`config.mk`:
```
export PLATFORM = sky130hd
export DESIGN_NAME = mitchell_seq_ctrl
export DESIGN_NICKNAME = d
export VERILOG_FILES = /design/src/rtl/mitchell_pkg.sv /design/src/rtl/mitchell_antilog.sv /design/src/rtl/mitchell_seq_ctrl.sv
export SDC_FILE = /design/constraint.sdc
export NUM_CORES = 1
export LEC_CHECK = 0
export CAP_MARGIN = 10
export CORE_MARGIN = 3
export CORE_UTILIZATION = 35
export CTS_CLUSTER_DIAMETER = 120
export CTS_CLUSTER_SIZE = 12
export DETAILED_ROUTE_END_ITERATION = 10
export PLACE_DENSITY = 0.51
export SETUP_SLACK_MARGIN = 0.2
export SLEW_MARGIN = 20
export SYNTH_ARGS = -nofsm -noshare
export SYNTH_HDL_FRONTEND = slang
export SYNTH_SLANG_ARGS = --single-unit
```
`constraint.sdc`:
```
create_clock -name clk -period 12.7 [get_ports clk]
set_input_delay 1.27 -clock clk [delete_from_list [all_inputs] [get_ports clk]]
set_output_delay 1.27 -clock clk [all_outputs]
set_load 0.005 [all_outputs]
```
`src/rtl/mitchell_pkg.sv`:
```
// Shared definitions for the Mitchell ETM sequencing controller.
//   - state_t : controller FSM states
//   - path_t  : exact vs. Mitchell-approximate product path
//   - smear() : thermometer code fed to the shared leading-one encoder
package mitchell_pkg;

    localparam int W  = 8;   // operand width
    localparam int FW = 7;   // fraction width (Q7)
    localparam int KW = 3;   // leading-one position width

    typedef enum logic [2:0] {
        S_IDLE,
        S_ENC_A,
        S_ENC_B,
        S_CALC,
        S_OUT
    } state_t;

    typedef enum logic {
        PATH_EXACT,
        PATH_MITCH
    } path_t;

    // smear(x)[i] = |x[W-1:i]: every bit at and below the leading one is set.
    function automatic logic [W-1:0] smear(input logic [W-1:0] x);
        logic [W-1:0] r;
        r[W-1] = x[W-1];
        for (int i = W - 2; i >= 0; i--) begin
            r[i] = r[i+1] | x[i];
        end
        return r;
    endfunction

endpackage

```
`src/rtl/mitchell_antilog.sv`:
```
// Mitchell log-add-antilog datapath (purely combinational).
// Ports:
//   k_a, k_b : leading-one positions of the two operands
//   a_r, b_r : registered operands (both non-zero when this result is used)
//   p        : 16-bit approximate product, floor-truncated
module mitchell_antilog
    import mitchell_pkg::*;
(
    input  logic [KW-1:0]  k_a,
    input  logic [KW-1:0]  k_b,
    input  logic [W-1:0]   a_r,
    input  logic [W-1:0]   b_r,
    output logic [2*W-1:0] p
);

    logic [FW-1:0] f_a, f_b;
    logic [FW:0]   s;
    logic [KW:0]   k;
    logic [23:0]   m;

    // Normalise so the leading one lands at bit FW; the bits below it are
    // the Q7 fraction and the leading one itself is dropped by the cast.
    assign f_a = FW'({8'd0, a_r} << (KW'(FW) - k_a));
    assign f_b = FW'({8'd0, b_r} << (KW'(FW) - k_b));

    assign s = {1'b0, f_a} + {1'b0, f_b};
    assign k = {1'b0, k_a} + {1'b0, k_b};

    // No carry: 2^k * (1 + s).  Carry: 2^(k+1) * s, where s already holds
    // the carried-in integer one.
    always_comb begin
        if (!s[FW]) begin
            m = {16'd0, 1'b1, s[FW-1:0]} << k;
        end else begin
            m = {16'd0, s} << (k + 4'd1);
        end
    end

    assign p = 16'(m >> FW);

endmodule

```
`src/rtl/mitchell_seq_ctrl.sv`:
```
// Sequencing controller for the Mitchell error-tolerant multiplier.
// Accepts one operand pair per transaction, time-shares the external
// combinational lod_enc across both operands, and returns either the
// Mitchell approximate product or, for small/zero operands, the exact one.
// Ports:
//   clk, rst_n           : clock, synchronous active-low reset
//   in_valid/in_ready    : operand handshake (ready only in IDLE)
//   a, b                 : operands, sampled on accept
//   lod_a / lod_c        : thermometer code out / leading-one position back
//   out_valid/out_ready  : product handshake
//   p                    : product, held while out_valid
module mitchell_seq_ctrl #(
    parameter int W     = 8,
    parameter int SPLIT = 4
) (
    input  logic           clk,
    input  logic           rst_n,
    input  logic           in_valid,
    output logic           in_ready,
    input  logic [W-1:0]   a,
    input  logic [W-1:0]   b,
    output logic [W-1:0]   lod_a,
    input  logic [2:0]     lod_c,
    output logic           out_valid,
    input  logic           out_ready,
    output logic [2*W-1:0] p
);

    import mitchell_pkg::*;

    state_t         state_q, state_d;
    path_t          path_q, path_d;
    logic [W-1:0]   a_q, a_d, b_q, b_d;
    logic [2:0]     ka_q, ka_d, kb_q, kb_d;
    logic [2*W-1:0] p_q, p_d;
    logic [2*W-1:0] p_mitch;
    logic           take_exact;

    mitchell_antilog u_antilog (
        .k_a (ka_q),
        .k_b (kb_q),
        .a_r (a_q),
        .b_r (b_q),
        .p   (p_mitch)
    );

    // Zero operands have no leading one, so they must bypass the encoder.
    assign take_exact = (a == '0) || (b == '0) ||
                        ((a[W-1:SPLIT] == '0) && (b[W-1:SPLIT] == '0));

    always_ff @(posedge clk) begin
        if (!rst_n) begin
            state_q <= S_IDLE;
            path_q  <= PATH_EXACT;
            a_q     <= '0;
            b_q     <= '0;
            ka_q    <= '0;
            kb_q    <= '0;
            p_q     <= '0;
        end else begin
            state_q <= state_d;
            path_q  <= path_d;
            a_q     <= a_d;
            b_q     <= b_d;
            ka_q    <= ka_d;
            kb_q    <= kb_d;
            p_q     <= p_d;
        end
    end

    always_comb begin
        state_d   = state_q;
        path_d    = path_q;
        a_d       = a_q;
        b_d       = b_q;
        ka_d      = ka_q;
        kb_d      = kb_q;
        p_d       = p_q;
        in_ready  = 1'b0;
        out_valid = 1'b0;
        lod_a     = '0;   // keeps the shared encoder quiet when unused
        case (state_q)
            S_IDLE: begin
                in_ready = 1'b1;
                if (in_valid) begin
                    a_d = a;
                    b_d = b;
                    if (take_exact) begin
                        path_d  = PATH_EXACT;
                        state_d = S_CALC;
                    end else begin
                        path_d  = PATH_MITCH;
                        state_d = S_ENC_A;
                    end
                end
            end
            S_ENC_A: begin
                lod_a   = smear(a_q);
                ka_d    = lod_c;
                state_d = S_ENC_B;
            end
            S_ENC_B: begin
                lod_a   = smear(b_q);
                kb_d    = lod_c;
                state_d = S_CALC;
            end
            S_CALC: begin
                p_d     = (path_q == PATH_EXACT) ? ({8'd0, a_q} * {8'd0, b_q}) : p_mitch;
                state_d = S_OUT;
            end
            S_OUT: begin
                out_valid = 1'b1;
                if (out_ready) state_d = S_IDLE;
            end
            default: state_d = S_IDLE;
        endcase
    end

    assign p = p_q;

endmodule
```
==> impl_metrics.tcl, run 1 <==
set metrics [dict create \
    synth-edff-count 0 \
    path_delay_family "adder cells" \
    synth_top_area_share_pct 14.5 \
    fin_tns_setup_ps 0 \
    synth_cells 759 \
    synth.avg_cell_area_um2 7.66 \
    root_buffer "clkbuf_16" \
    grt_max_degree 32 \
    internal-power_mw 0.272 \
    min_from "p[12]" \
    hold_viol 0 \
    post-route-drc-count 0 \
    crit_chain "nand2_1 > fa_1 > fa_1 > inv_1 > fa_1 > inv_1 > fa_1 > inv_1 > ha_1 > o21ai_0 > nand2b_1 > a31oi_1 > xnor2_1 > o21ai_0 > a211oi_1 > a211o_1" \
    grt_pass1_vias 5211 \
    drv_cap 0 \
    diodes 0 \
    core.rowCount 46 \
    n_fill_cell 1627 \
    first_iter_violations 438 \
    cts_hold_buf 0 \
    gp_congestion 0.956 \
    max_stage_delay_ps 580 \
    crit_arrival_ps 4790 \
    wl_per_cell_um 17.8 \
    wirelength_um 17500 \
    synth_cell_type_count 71 \
    vias 5469 \
    min_period_over_period_pct 36.4 \
    required_ps 12870 \
    wl_met1_um 8580 \
    synthArstFlopShare_pct 0 \
    cts_tree "done" \
    combPwrFrac_pct 34.4 \
    first_pass_iters 7 \
    rsz0062_at_grt "false" \
    drv_slew 0 \
    topRoutingLayerUsed "met4" \
    ios 49 \
    crit_top_cell "fa_1" \
    power_frac_seq_pct 36.1 \
    criticalPathCategory "reg2reg" \
    clockBufferDepth 2 \
    clk_latency_ps 290 \
    grt_usage_pct 19.0 \
    wl_met2_um 7540 \
    yosys.area.top_type "dfxtp_1" \
    min_path_cells 2 \
    hpwl_um 13800 \
    hold_slack_ps 495 \
    nets 875 \
    power.density_mw_per_mm2 66.5 \
    dp_slack_ps 8070 \
    seq_area_frac_synth_pct 14.5 \
    clockPowerShare_pct 29.5 \
    core-area_mm2 0.0161 \
    cp_num_buf_inv 3 \
    dieHeight_um 135 \
    status "finished clean" \
    hold-path-endpoint "p[12]" \
    antenna_found_initial 0 \
    h-tree-depth 2 \
    yosys_register_bits 42 \
    layout-area-overhead-vs-synth_pct 12.3 \
    rr_worst_depth 16 \
    post_cts_resized 0 \
    reg2reg_to "p[10]" \
    vias_per_cell 5.56 \
    ant_nets 0 \
    die_area_mm2 0.0182 \
    fmaxAchievable_ghz 0.216 \
    syn_area_mm2 0.00581 \
    synth_flop_cell "dfxtp_1" \
    setup_viol 0 \
    ir_drop_v 0.0000472 \
    port_buffers 48 \
    cts_buffers 5 \
    drive_gt1_share_pct 4.56 \
    yosys_warnings 0 \
    rr_startpoint "a_q[0]" \
    initial_core_util_pct 36.2 \
    hp-class "reg2reg" \
    path_max_fanout 13 \
    cts_num_sinks 42 \
    start_kind "flip-flop" \
    synth_nets 868 \
    grt_first_pass_wirelength_um 27900 \
    worst_pin_slew_ps 1070 \
    setup_slack_ps 8080 \
    yosysMostFrequentCell "nand2_1" \
    totalPowerFinal_mw 0.435 \
    r2r_slack_ps 8080 \
    grt-ovfl-total 0 \
    dr_wl_met3_um 1090 \
    seq_area_um2 841 \
    synth_commonest_cells "90 x nand2_1, 58 x and2_1, 56 x inv_1" \
    multi_input_area_mm2 0.00455 \
    crit_slowest_cell "fa_1" \
    cp-end-kind "flip-flop" \
    synthTopCellsByArea "dfxtp_1 14%, fa_1 13%, ha_1 10%, and2_1 6.2%, nand2_1 5.8%" \
    die_x_um 135 \
    clock_skew_ps 8.41 \
    slew_headroom_pct 28.7 \
    p_sw_share_pct 37.4 \
    cts_setup_buffers 0 \
    fin_crit_ps 4620 \
    power_leakage_nw 2.74 \
    path_clk_slew_ps 60 \
    p_switching_mw 0.162 \
]
[cells in the final DEF (no fill, tap or decap), drive strengths merged, types with 10 or more instances in the layout]
cell type and n:
nor3 21, dfxtp 42, clkdlybuf4s50 48, inv 57, a211oi 10, mux2i 23, nand2b 15, nand3 13
nor2 48, fa 38, o21ai 45, a21oi 46, ha 48, and2 58, nand2 90
[worst max path at each step]
stage / from / endpoint / slack, ps / cells after the start
after global routing: a_q[0] / p[13] / 7730 / 16
final: a_q[0] / p[10] / 8080 / 16
after floorplan: a_q[0] / p[10] / 8380 / 17
after global placement: a_q[0] / p[10] / 8190 / 16
after CTS: a_q[0] / p[10] / 8040 / 16
after detailed placement: a_q[0] / p[10] / 8070 / 16
[final cells by class]
| cell class | instances | share of cell area [%] |
|---|---|---|
| repair buffers | 51 | 7.70 |
| flip-flops and latches | 42 | 12.9 |
| well taps | 216 | 4.14 |
| multi-input cells | 608 | 69.7 |
| clock inverters | 3 | 0.326 |
| inverters | 58 | 3.33 |
| clock buffers | 5 | 1.92 |
[per-stage QoR]
stage,cells,utilization [%],area [µm²]
2_1_floorplan,759,-,5810
3_3_place_gp,975,39.8,6380
4_1_cts,983,40.7,6530
6_report,983,40.7,6530
5_1_grt,983,40.7,6530
3_5_place_dp,975,39.8,6380
[metal layers]
| layer | track usage, % | up-vias |
|---|---|---|
| li1 | - | 2679 |
| met1 | 28.1 | 2578 |
| met2 | 28.9 | 186 |
| met3 | 3.43 | 26 |
| met4 | 4.07 | 0 |
| met5 | 0 | - |
[power groups by stage]
stage / logic (mW) / registers, mW / clock network, mW
4_1_cts: 0.148 / 0.157 / 0.132
2_1_floorplan: 0.110 / 0.146 / 0
3_3_place_gp: 0.148 / 0.159 / 0
3_5_place_dp: 0.147 / 0.160 / 0
5_1_grt: 0.164 / 0.159 / 0.136
6_report: 0.149 / 0.157 / 0.128
[tightest hold or removal path: stages, from the launching register on]
cell     delay, ps
dfxtp_1        320
nand2_1         60
o31ai_1         70
[logic make-up after synthesis]
| logic type | Yosys count | synth area share (%) |
|---|---|---|
| adder cells (fa/ha/maj) | 86 | 23.4 |
| flip-flops | 42 | 14.5 |
| AO/OA/AOI/OAI | 197 | 23.3 |
| XOR/XNOR | 12 | 1.81 |
| buffers and inverters | 109 | 7.23 |
| multiplexers | 30 | 5.32 |
| AND/OR/NAND/NOR | 283 | 24.5 |
[sequential cells by signal, indices dropped and copies added, names as in the netlist]
register and count:
path_q 1, p 16, b_q 8, a_q 8, state_q 3, kb_q 3
ka_q 3
No activity file was read; power rests on OpenSTA's default activity.
==> run 2: changes to the inputs <==
--- a/config.mk
+++ b/config.mk
@@ -11,7 +11,7 @@
 export CTS_CLUSTER_DIAMETER = 120
 export CTS_CLUSTER_SIZE = 12
 export DETAILED_ROUTE_END_ITERATION = 10
-export PLACE_DENSITY = 0.51
+export PLACE_DENSITY = 0.53
 export SETUP_SLACK_MARGIN = 0.2
 export SLEW_MARGIN = 20
 export SYNTH_ARGS = -nofsm -noshare
==> constraint.sdc (replaced) <==
create_clock -name clk -period 3.8 [get_ports clk]
set_input_delay 0.38 -clock clk [delete_from_list [all_inputs] [get_ports clk]]
set_output_delay 0.38 -clock clk [all_outputs]
set_load 0.005 [all_outputs]
==> run 2 against run 1 <==
  * The flow now finishes with violations (negative setup slack)
  * Global-route usage grew 2.2 points
  * Highest routed layer unchanged
  * Combinational power increased to 4.4 times the previous value
  * Final area is 17% higher
  * Via count is 8.2% higher
==> impl_metrics.tcl, run 2 (synthesized netlist as in run 1, its figures left out) <==
set metrics [dict create \
    core-area_mm2 0.0161 \
    min_period_over_period_pct 106 \
    n_fill_cell 1586 \
    slew_headroom_pct 37.8 \
    clock_skew_ps 5.19 \
    power.density_mw_per_mm2 216 \
    path_clk_slew_ps 60 \
    worst_pin_slew_ps 932 \
    nets 968 \
    post-route-drc-count 0 \
    largest_reg_flops 16 \
    fmaxAchievable_ghz 0.248 \
    rr_worst_depth 17 \
    required_ps 3970 \
    vias 5920 \
    hold_viol 0 \
    drv_cap 0 \
    layout_common_cells "87 x nand2_1, 85 x buf_4, 51 x and2_1, 48 x inv_1, 48 x clkdlybuf4s50_1" \
    gp_congestion 0.914 \
    totalPowerFinal_mw 1.66 \
    layout-area-overhead-vs-synth_pct 31.9 \
    cts_tree "done" \
    grt_first_pass_wirelength_um 31200 \
    hp-class "reg2reg" \
    fin_crit_ps 4020 \
    grt_usage_pct 21.2 \
    cp-end-kind "flip-flop" \
    root_buffer "clkbuf_16" \
    clockBufferDepth 2 \
    setup_slack_ps -224 \
    clk_latency_ps 290 \
    initial_core_util_pct 36.2 \
    ant_nets 0 \
    start_kind "flip-flop" \
    wl_met1_um 8580 \
    antenna_found_initial 0 \
    die_x_um 135 \
    vias_per_cell 5.50 \
    hold_slack_ps 462 \
    rsz0062_at_grt "true" \
    drv_slew 0 \
    violations "negative setup slack" \
    dieHeight_um 135 \
    min_path_cells 2 \
    drive_gt1_share_pct 24.1 \
    status "finished with violations" \
    die_area_mm2 0.0182 \
    hpwl_um 15500 \
    wirelength_um 19200 \
    setup_viol 8 \
    grt_pass1_vias 6062 \
    wl_met2_um 9560 \
    grt-ovfl-total 0 \
    cts_num_sinks 42 \
    ios 49 \
    power_leakage_nw 3.26 \
    criticalPathCategory "reg2reg" \
    cts_buffers 5 \
    ir_drop_v 0.000159 \
    topRoutingLayerUsed "met4" \
    h-tree-depth 2 \
    fin_tns_setup_ps -1530 \
    layout_commonest_cell "nand2_1" \
    crit_arrival_ps 4200 \
    grt_max_degree 31 \
    dp_slack_ps -292 \
    first_pass_iters 5 \
    dr_wl_met3_um 758 \
    path_max_fanout 5 \
    diodes 0 \
    core.rowCount 46 \
    first_iter_violations 355 \
    port_buffers 48 \
    wl_per_cell_um 17.9 \
]
-- run 2: per-stage QoR --
stage               instances  cell area [µm²]  utilization (%)
CTS                      1066             7460             46.5
finish                   1076             7670             47.8
global route             1076             7670             47.8
floorplan                 759             6080                -
detailed placement       1052             7110             44.3
global placement         1052             7110             44.3
-- run 2: path summary, 6_finish.rpt --
check | startpoint | to | slack [ps]
worst min register to register | p[12] | p[12] | 460
worst max-delay path | a_q[1] | p[15] | -220
worst min-delay path | p[12] | p[12] | 460
worst max register to register | a_q[1] | p[15] | -220
-- run 2: layer usage --
layer	vias up	track usage, %
met5	-	0
met4	0	5.09
met2	128	37.7
met3	24	2.68
met1	2904	27.3
li1	2864	-
-- run 2: worst max-delay path: stages (launching register included) --
cell and delay [ps]:
dfxtp_4 380, nand2_2 60, fa_1 500, fa_1 510
inv_1 50, fa_1 480, inv_1 50, fa_1 500
inv_2 50, ha_4 270, o21ai_2 50, a21oi_2 160
o211ai_1 120, a21o_1 190, buf_4 140, a31oi_2 150
a311o_1 190, nor2_1 50
-- run 2: what timing repair did --
action                     in CTS  in global routing
hold buffers                    0                  0
setup buffers                   6                 10
resized for setup              45                 36
hold endpoints to repair        0                  0
pin swaps                      26                 24
setup endpoints to repair      11                 16
-- run 2: final cells by class --
| cell class | count | area, µm² | area share [%] |
|---|---|---|---|
| multi-input combinational | 608 | 4890 | 63.8 |
| timing repair buffer | 144 | 1240 | 16.2 |
| sequential | 42 | 880 | 11.5 |
| tap | 216 | 270 | 3.52 |
| inverter | 58 | 218 | 2.84 |
| clock buffer | 6 | 129 | 1.68 |
| clock inverter | 2 | 37.5 | 0.489 |
-- run 2: where the power goes --
part	internal [mW]	leakage, nW	switching (mW)	total [mW]
Sequential	0.464	0.351	0.0475	0.511
Combinational	0.296	2.83	0.355	0.651
Clock	0.311	0.0771	0.187	0.498
==> run 3: changes to the inputs <==
--- a/config.mk
+++ b/config.mk
@@ -11,7 +11,7 @@
 export CTS_CLUSTER_DIAMETER = 120
 export CTS_CLUSTER_SIZE = 12
 export DETAILED_ROUTE_END_ITERATION = 10
-export PLACE_DENSITY = 0.53
+export PLACE_DENSITY = 0.51
 export SETUP_SLACK_MARGIN = 0.2
 export SLEW_MARGIN = 20
 export SYNTH_ARGS = -nofsm -noshare
==> constraint.sdc (replaced) <==
create_clock -name clk -period 5 [get_ports clk]
set_input_delay 0.5 -clock clk [delete_from_list [all_inputs] [get_ports clk]]
set_output_delay 0.5 -clock clk [all_outputs]
set_load 0.005 [all_outputs]
==> run 3 against run 2 <==
  * The flow now finishes without violations
  * Non-clock buffer count shrank 83
  * Hold slack better by 21 ps
  * Clock-buffer cell count stayed put
==> impl_metrics.tcl, run 3 (synthesized netlist as in run 1, its figures left out) <==
set metrics [dict create \
    antenna_found_initial 0 \
    path_delay_family "adder cells" \
    port_buffers 48 \
    rr_startpoint "b_q[4]" \
    cts_tree "done" \
    fin_crit_ps 4470 \
    grt_max_degree 32 \
    min_from "p[5]" \
    first_pass_iters 5 \
    core-area_mm2 0.0161 \
    n_fill_cell 1613 \
    design_area_mm2 0.00661 \
    dieHeight_um 135 \
    hpwl_um 14200 \
    totalPowerFinal_mw 1.11 \
    dp_slack_ps 470 \
    crit_arrival_ps 4640 \
    cp_num_buf_inv 3 \
    crit_top_cell "fa_1" \
    layout_commonest_cell "nand2_1" \
    grt_first_pass_wirelength_um 29900 \
    status "finished clean" \
    min_path_cells 2 \
    die_area_mm2 0.0182 \
    crit_chain "nand2_1 > fa_1 > fa_1 > inv_1 > fa_1 > inv_1 > fa_1 > inv_1 > ha_1 > o21ai_0 > a21oi_1 > o211ai_1 > a21o_1 > nand3b_1 > xor2_1 > a221o_1" \
    ant_nets 0 \
    h-tree-depth 2 \
    worst_pin_slew_ps 1060 \
    initial_core_util_pct 36.2 \
    hold_viol 0 \
    r2r_slack_ps 530 \
    wl_per_cell_um 18.1 \
    path_max_fanout 8 \
    min_period_over_period_pct 89.4 \
    rsz0062_at_grt "false" \
    power.density_mw_per_mm2 168 \
    crit_slowest_cell "fa_1" \
    clock_skew_ps 7.11 \
    ios 49 \
    ir_drop_v 0.000130 \
    wirelength_um 17900 \
    gp_congestion 0.944 \
    vias 5571 \
    fmaxAchievable_ghz 0.224 \
    required_ps 5170 \
    grt_pass1_vias 5424 \
    max_stage_delay_ps 540 \
    root_buffer "clkbuf_16" \
    die_x_um 135 \
    slew_headroom_pct 29.5 \
    start_kind "flip-flop" \
    power_leakage_nw 2.79 \
    layout_common_cells "90 x nand2_1, 58 x and2_1, 56 x inv_1" \
    cts_num_sinks 42 \
    drv_cap 0 \
    hold_slack_ps 483 \
    layout-area-overhead-vs-synth_pct 13.7 \
    diodes 0 \
    path_clk_slew_ps 60 \
    setup_viol 0 \
    grt_usage_pct 20.3 \
    cp-end-kind "flip-flop" \
    instances_no_fill 993 \
    place_area_mm2 0.00646 \
    fin_tns_setup_ps 0 \
    rr_worst_depth 16 \
    drive_gt1_share_pct 6.31 \
    core.rowCount 46 \
    nets 885 \
    drv_slew 0 \
    largest_reg_flops 16 \
    cts_hold_buf 0 \
    dp.cells 985 \
    post-route-drc-count 0 \
    reg2reg_to "p[13]" \
    clk_latency_ps 290 \
    hold-path-endpoint "p[5]" \
    hp-class "reg2reg" \
    grt-ovfl-total 0 \
    first_iter_violations 599 \
    vias_per_cell 5.61 \
    finish.utilization_pct 41.2 \
    criticalPathCategory "reg2reg" \
    clockBufferDepth 2 \
    setup_slack_ps 528 \
    cts_buffers 5 \
]
[run 3: cell types whose count changed in the layout (fill, tap and decap cells not counted), moves of 7 or more]
cell,previous run,this run
dfxtp_1,27,37
o21ai_0,30,40
buf_6,11,0
and2_1,51,58
dfxtp_4,8,0
inv_2,9,1
buf_4,85,13
ha_4,8,0
and2_4,7,0
ha_1,37,48
inv_1,48,56
[run 3: worst reg2reg max path, delay by kind of cell (launching register included)]
| kind | cells | cell delay (ps) |
|---|---|---|
| flip-flops | 1 | 480 |
| buffers and inverters | 3 | 170 |
| XOR/XNOR | 1 | 70 |
| AO/OA/AOI/OAI | 5 | 990 |
| adder cells (fa/ha/maj) | 5 | 2410 |
| AND/OR/NAND/NOR | 2 | 230 |
[run 3: where the power goes]
group          internal, mW  leakage, nW  switching (mW)  total [mW]
sequential            0.353        0.344          0.0361       0.389
clock                 0.185       0.0708           0.136       0.322
combinational         0.162         2.38           0.241       0.402
total                 0.700         2.79           0.413        1.11
[run 3: repair_timing]
action	4_1_cts	5_1_grt
setup buffers	0	0
setup endpoints to repair	0	7
hold endpoints to repair	0	0
resized for setup	0	7
[run 3: how the worst max path moves through the flow]
stage / to / startpoint / cells past startpoint / slack [ps]
5_1_grt: p[10] / b_q[4] / 16 / 220
2_1_floorplan: p[10] / a_q[0] / 17 / 680
3_5_place_dp: p[10] / b_q[6] / 16 / 470
6_report: p[13] / b_q[4] / 16 / 530
3_3_place_gp: p[10] / b_q[6] / 16 / 550
4_1_cts: p[10] / b_q[6] / 16 / 420
[run 3: metal layers]
metal	vias to the layer above	share of wire [%]	GRT usage [%]
li1	2708	-	-
met1	2653	49	30.9
met3	22	6.5	3.46
met2	188	43	30.2
met5	-	0	0
met4	0	1.6	3.85
[run 3: area by class of cell]
type                       count  area [µm²]  share of cell area (%)
multi-input combinational    608        4550                    68.9
timing repair buffer          61         578                    8.75
clock buffer                   6         129                    1.95
tap                          216         270                    4.09
sequential                    42         847                    12.8
clock inverter                 2        13.8                   0.208
inverter                      58         218                    3.29
